## config.mk

```make
export PLATFORM = sky130hd
export DESIGN_NAME = aes_round_engine
export DESIGN_NICKNAME = d
export VERILOG_FILES = /design/src/rtl/aes_pkg.sv /design/src/rtl/aes_sbox.sv /design/src/rtl/aes_round_engine.sv
export SDC_FILE = /design/constraint.sdc
export NUM_CORES = 2
export LEC_CHECK = 0
export CAP_MARGIN = 15
export CORE_ASPECT_RATIO = 1.75
export CORE_MARGIN = 4
export CORE_UTILIZATION = 40
export DETAILED_ROUTE_END_ITERATION = 10
export PLACE_DENSITY = 0.56
export SETUP_SLACK_MARGIN = 0.5
export SYNTH_ARGS = -nofsm -noshare
export SYNTH_HDL_FRONTEND = slang
export SYNTH_SLANG_ARGS = --single-unit
```

## constraint.sdc

```tcl
create_clock -name clk -period 7.9 [get_ports clk]
set_input_delay 1.58 -clock clk [delete_from_list [all_inputs] [get_ports clk]]
set_output_delay 1.58 -clock clk [all_outputs]
set_load 0.1 [all_outputs]
```

## src/rtl/aes_pkg.sv

```systemverilog
// Shared AES-128 definitions for the round engine: round count, FSM states,
// GF(2^8) helpers and the forward S-box table.
package aes_pkg;

    localparam int unsigned NR = 10;

    typedef logic [7:0]   byte_t;
    typedef logic [31:0]  word_t;
    typedef logic [127:0] state_t;

    typedef enum logic [2:0] {
        ST_IDLE,
        ST_INIT,
        ST_REQ,
        ST_ROUND,
        ST_DONE
    } eng_state_e;

    // Byte b lives at bits [8*(255-b) +: 8], so entry 0x00 is the top byte.
    localparam logic [2047:0] SBOX_TABLE = {
        128'h637c777bf26b6fc53001672bfed7ab76,
        128'hca82c97dfa5947f0add4a2af9ca472c0,
        128'hb7fd9326363ff7cc34a5e5f171d83115,
        128'h04c723c31896059a071280e2eb27b275,
        128'h09832c1a1b6e5aa0523bd6b329e32f84,
        128'h53d100ed20fcb15b6acbbe394a4c58cf,
        128'hd0efaafb434d338545f9027f503c9fa8,
        128'h51a3408f929d38f5bcb6da2110fff3d2,
        128'hcd0c13ec5f974417c4a77e3d645d1973,
        128'h60814fdc222a908846eeb814de5e0bdb,
        128'he0323a0a4906245cc2d3ac629195e479,
        128'he7c8376d8dd54ea96c56f4ea657aae08,
        128'hba78252e1ca6b4c6e8dd741f4bbd8b8a,
        128'h703eb5664803f60e613557b986c11d9e,
        128'he1f8981169d98e949b1e87e9ce5528df,
        128'h8ca1890dbfe6426841992d0fb054bb16
    };

    function automatic byte_t xtime(input byte_t b);
        return {b[6:0], 1'b0} ^ (b[7] ? 8'h1b : 8'h00);
    endfunction

    // Column word is {row0, row1, row2, row3}, row 0 in the top byte.
    function automatic word_t mix_column(input word_t col);
        byte_t a0, a1, a2, a3;
        byte_t b0, b1, b2, b3;
        a0 = col[31:24];
        a1 = col[23:16];
        a2 = col[15:8];
        a3 = col[7:0];
        b0 = xtime(a0) ^ (xtime(a1) ^ a1) ^ a2 ^ a3;
        b1 = a0 ^ xtime(a1) ^ (xtime(a2) ^ a2) ^ a3;
        b2 = a0 ^ a1 ^ xtime(a2) ^ (xtime(a3) ^ a3);
        b3 = (xtime(a0) ^ a0) ^ a1 ^ a2 ^ xtime(a3);
        return {b0, b1, b2, b3};
    endfunction

endpackage

```

## src/rtl/aes_sbox.sv

```systemverilog
// Combinational forward AES S-box lookup for one byte.
module aes_sbox
    import aes_pkg::*;
(
    input  logic [7:0] in_byte,
    output logic [7:0] out_byte
);

    // 8*(255-b) == {~b, 3'b000}
    assign out_byte = SBOX_TABLE[{~in_byte, 3'b000} +: 8];

endmodule

```

## src/rtl/aes_round_engine.sv

```systemverilog
// Iterative AES-128 encryption engine: one round per REQ/ROUND pass, round keys
// fetched from an external generator addressed by cur_round.
module aes_round_engine
    import aes_pkg::*;
#(
    parameter int unsigned KEY_LAT = 1
) (
    input  logic         clk,
    input  logic         rst,
    input  logic         key_ready,
    input  logic [127:0] orig_key,
    input  logic [127:0] cur_key,
    output logic [3:0]   cur_round,
    input  logic         in_valid,
    output logic         in_ready,
    input  logic [127:0] data_in,
    output logic         out_valid,
    input  logic         out_ready,
    output logic [127:0] data_out,
    output logic         busy
);

    localparam logic [3:0] LAST_ROUND = 4'(NR);
    localparam logic [1:0] LAT_LOAD   = 2'(KEY_LAT - 1);

    eng_state_e   fsm_reg;
    state_t       state_reg;
    logic [3:0]   round_reg;
    logic [1:0]   lat_cnt_reg;
    logic         out_valid_reg;
    logic         busy_reg;
    logic [127:0] data_out_reg;

    state_t sub_bytes;
    state_t shift_rows;
    state_t mix_cols;

    genvar gi;

    generate
        for (gi = 0; gi < 16; gi++) begin : g_sub
            aes_sbox u_sbox (
                .in_byte  (state_reg[127-8*gi -: 8]),
                .out_byte (sub_bytes[127-8*gi -: 8])
            );
        end

        // Output byte (row, col) takes input byte (row, col+row mod 4).
        for (gi = 0; gi < 16; gi++) begin : g_shift
            localparam int ROW = gi % 4;
            localparam int COL = gi / 4;
            localparam int SRC = 4 * ((COL + ROW) % 4) + ROW;
            assign shift_rows[127-8*gi -: 8] = sub_bytes[127-8*SRC -: 8];
        end

        for (gi = 0; gi < 4; gi++) begin : g_mix
            assign mix_cols[127-32*gi -: 32] = mix_column(shift_rows[127-32*gi -: 32]);
        end
    endgenerate

    always_ff @(posedge clk) begin
        if (rst) begin
            fsm_reg       <= ST_IDLE;
            state_reg     <= '0;
            round_reg     <= '0;
            lat_cnt_reg   <= '0;
            out_valid_reg <= 1'b0;
            busy_reg      <= 1'b0;
            data_out_reg  <= '0;
        end else begin
            case (fsm_reg)
                ST_IDLE: begin
                    if (in_valid && in_ready) begin
                        state_reg <= data_in;
                        busy_reg  <= 1'b1;
                        fsm_reg   <= ST_INIT;
                    end
                end
                ST_INIT: begin
                    state_reg   <= state_reg ^ orig_key;
                    round_reg   <= 4'd1;
                    lat_cnt_reg <= LAT_LOAD;
                    fsm_reg     <= ST_REQ;
                end
                ST_REQ: begin
                    // cur_round has been stable for KEY_LAT edges when this expires
                    if (lat_cnt_reg == 2'd0) begin
                        fsm_reg <= ST_ROUND;
                    end else begin
                        lat_cnt_reg <= lat_cnt_reg - 2'd1;
                    end
                end
                ST_ROUND: begin
                    if (round_reg == LAST_ROUND) begin
                        data_out_reg  <= shift_rows ^ cur_key;
                        out_valid_reg <= 1'b1;
                        fsm_reg       <= ST_DONE;
                    end else begin
                        state_reg   <= mix_cols ^ cur_key;
                        round_reg   <= round_reg + 4'd1;
                        lat_cnt_reg <= LAT_LOAD;
                        fsm_reg     <= ST_REQ;
                    end
                end
                ST_DONE: begin
                    if (out_ready) begin
                        out_valid_reg <= 1'b0;
                        busy_reg      <= 1'b0;
                        round_reg     <= '0;
                        fsm_reg       <= ST_IDLE;
                    end
                end
                default: begin
                    fsm_reg <= ST_IDLE;
                end
            endcase
        end
    end

    assign in_ready  = (fsm_reg == ST_IDLE) && key_ready;
    assign cur_round = round_reg;
    assign out_valid = out_valid_reg;
    assign data_out  = data_out_reg;
    assign busy      = busy_reg;

endmodule
```

==> summary.txt <==
Global route
  • Vias in the first global route: 88.7k
  • Gr usage total: between 40% and 50%
  • First-pass GRT wire length: 656 mm
  • Initial antenna violation count: 43
  • Largest net degree at the start of global routing: about 150
  • Total gr overflow: 0

Logic synthesis
  • Post-synth ARST share: 0%
  • Cells after synthesis: 10.8k
  • #FFs+latches synth: approximately 270
  • Most common flop cell mapped by yosys: dfxtp_1
  • Sequential fraction of the synthesis area: 7.31%
  • Proportion of netlist area held by the largest area contributor: roughly 7.3%
  • Yosys warning count: 0
  • Synth cell types: 124
  • Synth Area per Inst: ~6.8 um^2
  • Mapped Area: 73200 um^2
  • Top cells by area, synth: dfxtp_1 (7.3%), a21oi_1 (6.2%), o21ai_0 (6.0%), xnor2_1 (5.3%), mux4_2 (5.3%)
  • Cell taking the most area after synthesis: dfxtp_1
  • Syn Nets: 11.4k
  • EDFF count, synth: 0

Floorplanning
  • I/O Pins: 524
  • Die X: 331 um
  • Core ar.: 182000 um^2
  • Total number of placement rows: ~210
  • Die Y: 574 um
  • Effective utilization at floorplan: 40.2%
  • Die area: between 150000 and 200000 um^2

STA
  • Setup TNS: 0 ns
  • Slew Limit Fails: 0
  • RSZ-0062 raised after global routing: false
  • Rel. slew slack: roughly 6.6%
  • Final Critical Period: 6.61 ns
  • Hold slack: roughly 0.45 ns
  • Final Hold Vio Count: 0
  • Slew @ Worst Pin: approximately 1.4 ns
  • Final setup fails: 0
  • Crit share post-route: between 80 and 90%
  • Max Clock Skew: approximately 0.065 ns
  • Fmax: between 150 and 200 MHz

Route
  • Met3 wire length: 51.8 mm
  • Routed len/inst: 36.0 um
  • DRT antenna net count: 0
  • Vias: 95.6k
  • WL met2: roughly 200 mm
  • Total wire length: approximately 460 mm
  • Met1 WL: 157 mm
  • 1st-iter DRT viols: about 17k
  • Initial DRT Pass Iterations: 10
  • Drt drc: 0
  • Top Layer Used: met5
  • Vias per std cell: 7.47

Layout
  • Commonest non-fill, non-tap cell in the layout: a21oi_1
  • Fill cell count: 19.1k
  • Most frequent cells in the layout: a21oi_1 (912), o21ai_0 (884), nand2_1 (867)
  • Non-Filler Instances: 12.8k
  • Area growth, synth to finish: 8.40%
  • Nets: 11.0k
  • Layout cells sized above 1: under 10%

Setup path
  • Setup crit end kind: flip-flop
  • Critical-path cell list: buf_4, inv_1, ha_1, nor2b_1, nor3_1, a31oi_1, o211ai_1, a21oi_1, o32a_1, xor3_1, xnor2_1, xnor2_1, o22ai_1
  • Slowest stage delay, CP: 0.79 ns
  • CP max-delay cell: xnor2_1
  • Critical path class: reg2reg
  • Arr. time, crit path: 7.12 ns
  • Worst path top cell family by delay: XOR/XNOR gates
  • Crit path max fanout: 42
  • Startpoint Class: flip-flop
  • WP data required: roughly 8.4 ns
  • Critical path buffer and inverter count: 2
  • Most used cell, CP: xnor2_1

Clock network
  • Clk sinks: roughly 270
  • Worst-Skew Late Latency: about 0.67 ns
  • Hold-fix buffers at CTS: 0
  • Clock Root Buffer: clkbuf_16
  • Htree depth: 2
  • Post-CTS Resized: 0
  • CTS max path bufs: 3
  • Post-CTS setup buffer count: 0
  • Total CTS buffers: 39
  • Clk slew on worst S/H paths: 0.08 ns
  • CTS tree: done

Power and ir drop
  • Leakage power: around 26 nW
  • Power per cell area: 259 nW/um^2
  • VDD IR-drop max: 315 uV

Place
  • PortBufs: 523
  • Post-DP HPWL: 333 mm
  • Dpl cells: 12.7k
  • GP Congestion: 1.08

Run status
  • Outcome: completed

Job
  • Max-cap violation count: 0

Min path
  • Min-Delay Path Class: reg2reg
-- logic make-up after synthesis --
logic type,after synthesis,synth area share [%]
flip-flops,267,7.31
XOR/XNOR,718,9.09
multiplexers,307,7.18
adder cells (fa/ha/maj),232,3.95
AND/OR/NAND/NOR,3590,24.4
AO/OA/AOI/OAI,4201,39.0
buffers and inverters,1481,9.02
-- area by class of cell --
cell class	count	area [um^2]	share of cell area (%)
well taps	2403	3010	3.79
flip-flops and latches	267	5490	6.92
clock inverters	19	190	0.240
clock buffers	52	1110	1.40
multi-input cells	9048	61300	77.3
inverters	180	676	0.852
repair buffers	808	7450	9.40
diodes	23	57.6	0.0726
-- cell usage after synthesis (all sizes together) (186+ instances only) --
cell type	number
clkbuf	701
o22ai	186
nand2b	343
nor2	764
o21ai	890
dfxtp	267
buf	600
nand3	340
a21oi	916
a211oi	268
nand2	870
nor2b	302
xnor2	446
ha	228
o211ai	213
xor2	249
nor3	338
a31oi	235
-- metal layers --
metal	up-vias	GRT usage (%)
met5	-	0
met4	28	37.2
met3	2269	11.2
met2	8299	72.0
met1	45118	51.3
li1	39914	-
-- worst min-delay path, delay by kind of cell (launching register included) --
family | cells | cell delay, ns
AOI/OAI and AO/OA | 1 | 0.05
DFF | 1 | 0.31
and+or+nand+nor | 1 | 0.05
-- final timing paths --
check / startpoint / depth (start not counted) / end / slack [ns]
setup / recovery: state_reg[9]$_SDFFE_PP0P_ / 13 / state_reg[75]$_SDFFE_PP0P_ / 1.29
hold / removal: data_out[102]$_SDFFE_PP0P_ / 2 / data_out[102]$_SDFFE_PP0P_ / 0.45
setup reg to reg: state_reg[9]$_SDFFE_PP0P_ / 13 / state_reg[75]$_SDFFE_PP0P_ / 1.29
hold reg to reg: data_out[102]$_SDFFE_PP0P_ / 2 / data_out[102]$_SDFFE_PP0P_ / 0.45
-- where the power goes --
part	internal (mW)	total [mW]	switching, mW
Sequential	1.43	1.83	0.396
Combinational	5.76	16.8	11.0
Clock	1.06	1.94	0.872
-- per-stage QoR --
step,setup slack [ns],power [mW],instance area [um^2],utilization [%]
2_1_floorplan,1.69,11.8,73200,-
3_3_place_gp,1.55,17.8,77800,42.8
3_5_place_dp,1.60,17.7,77800,42.8
4_1_cts,1.67,19.7,79100,43.5
5_1_grt,1.43,21.0,79200,43.6
6_report,1.29,20.5,79300,43.6
(Power assumes the default switching activity.)
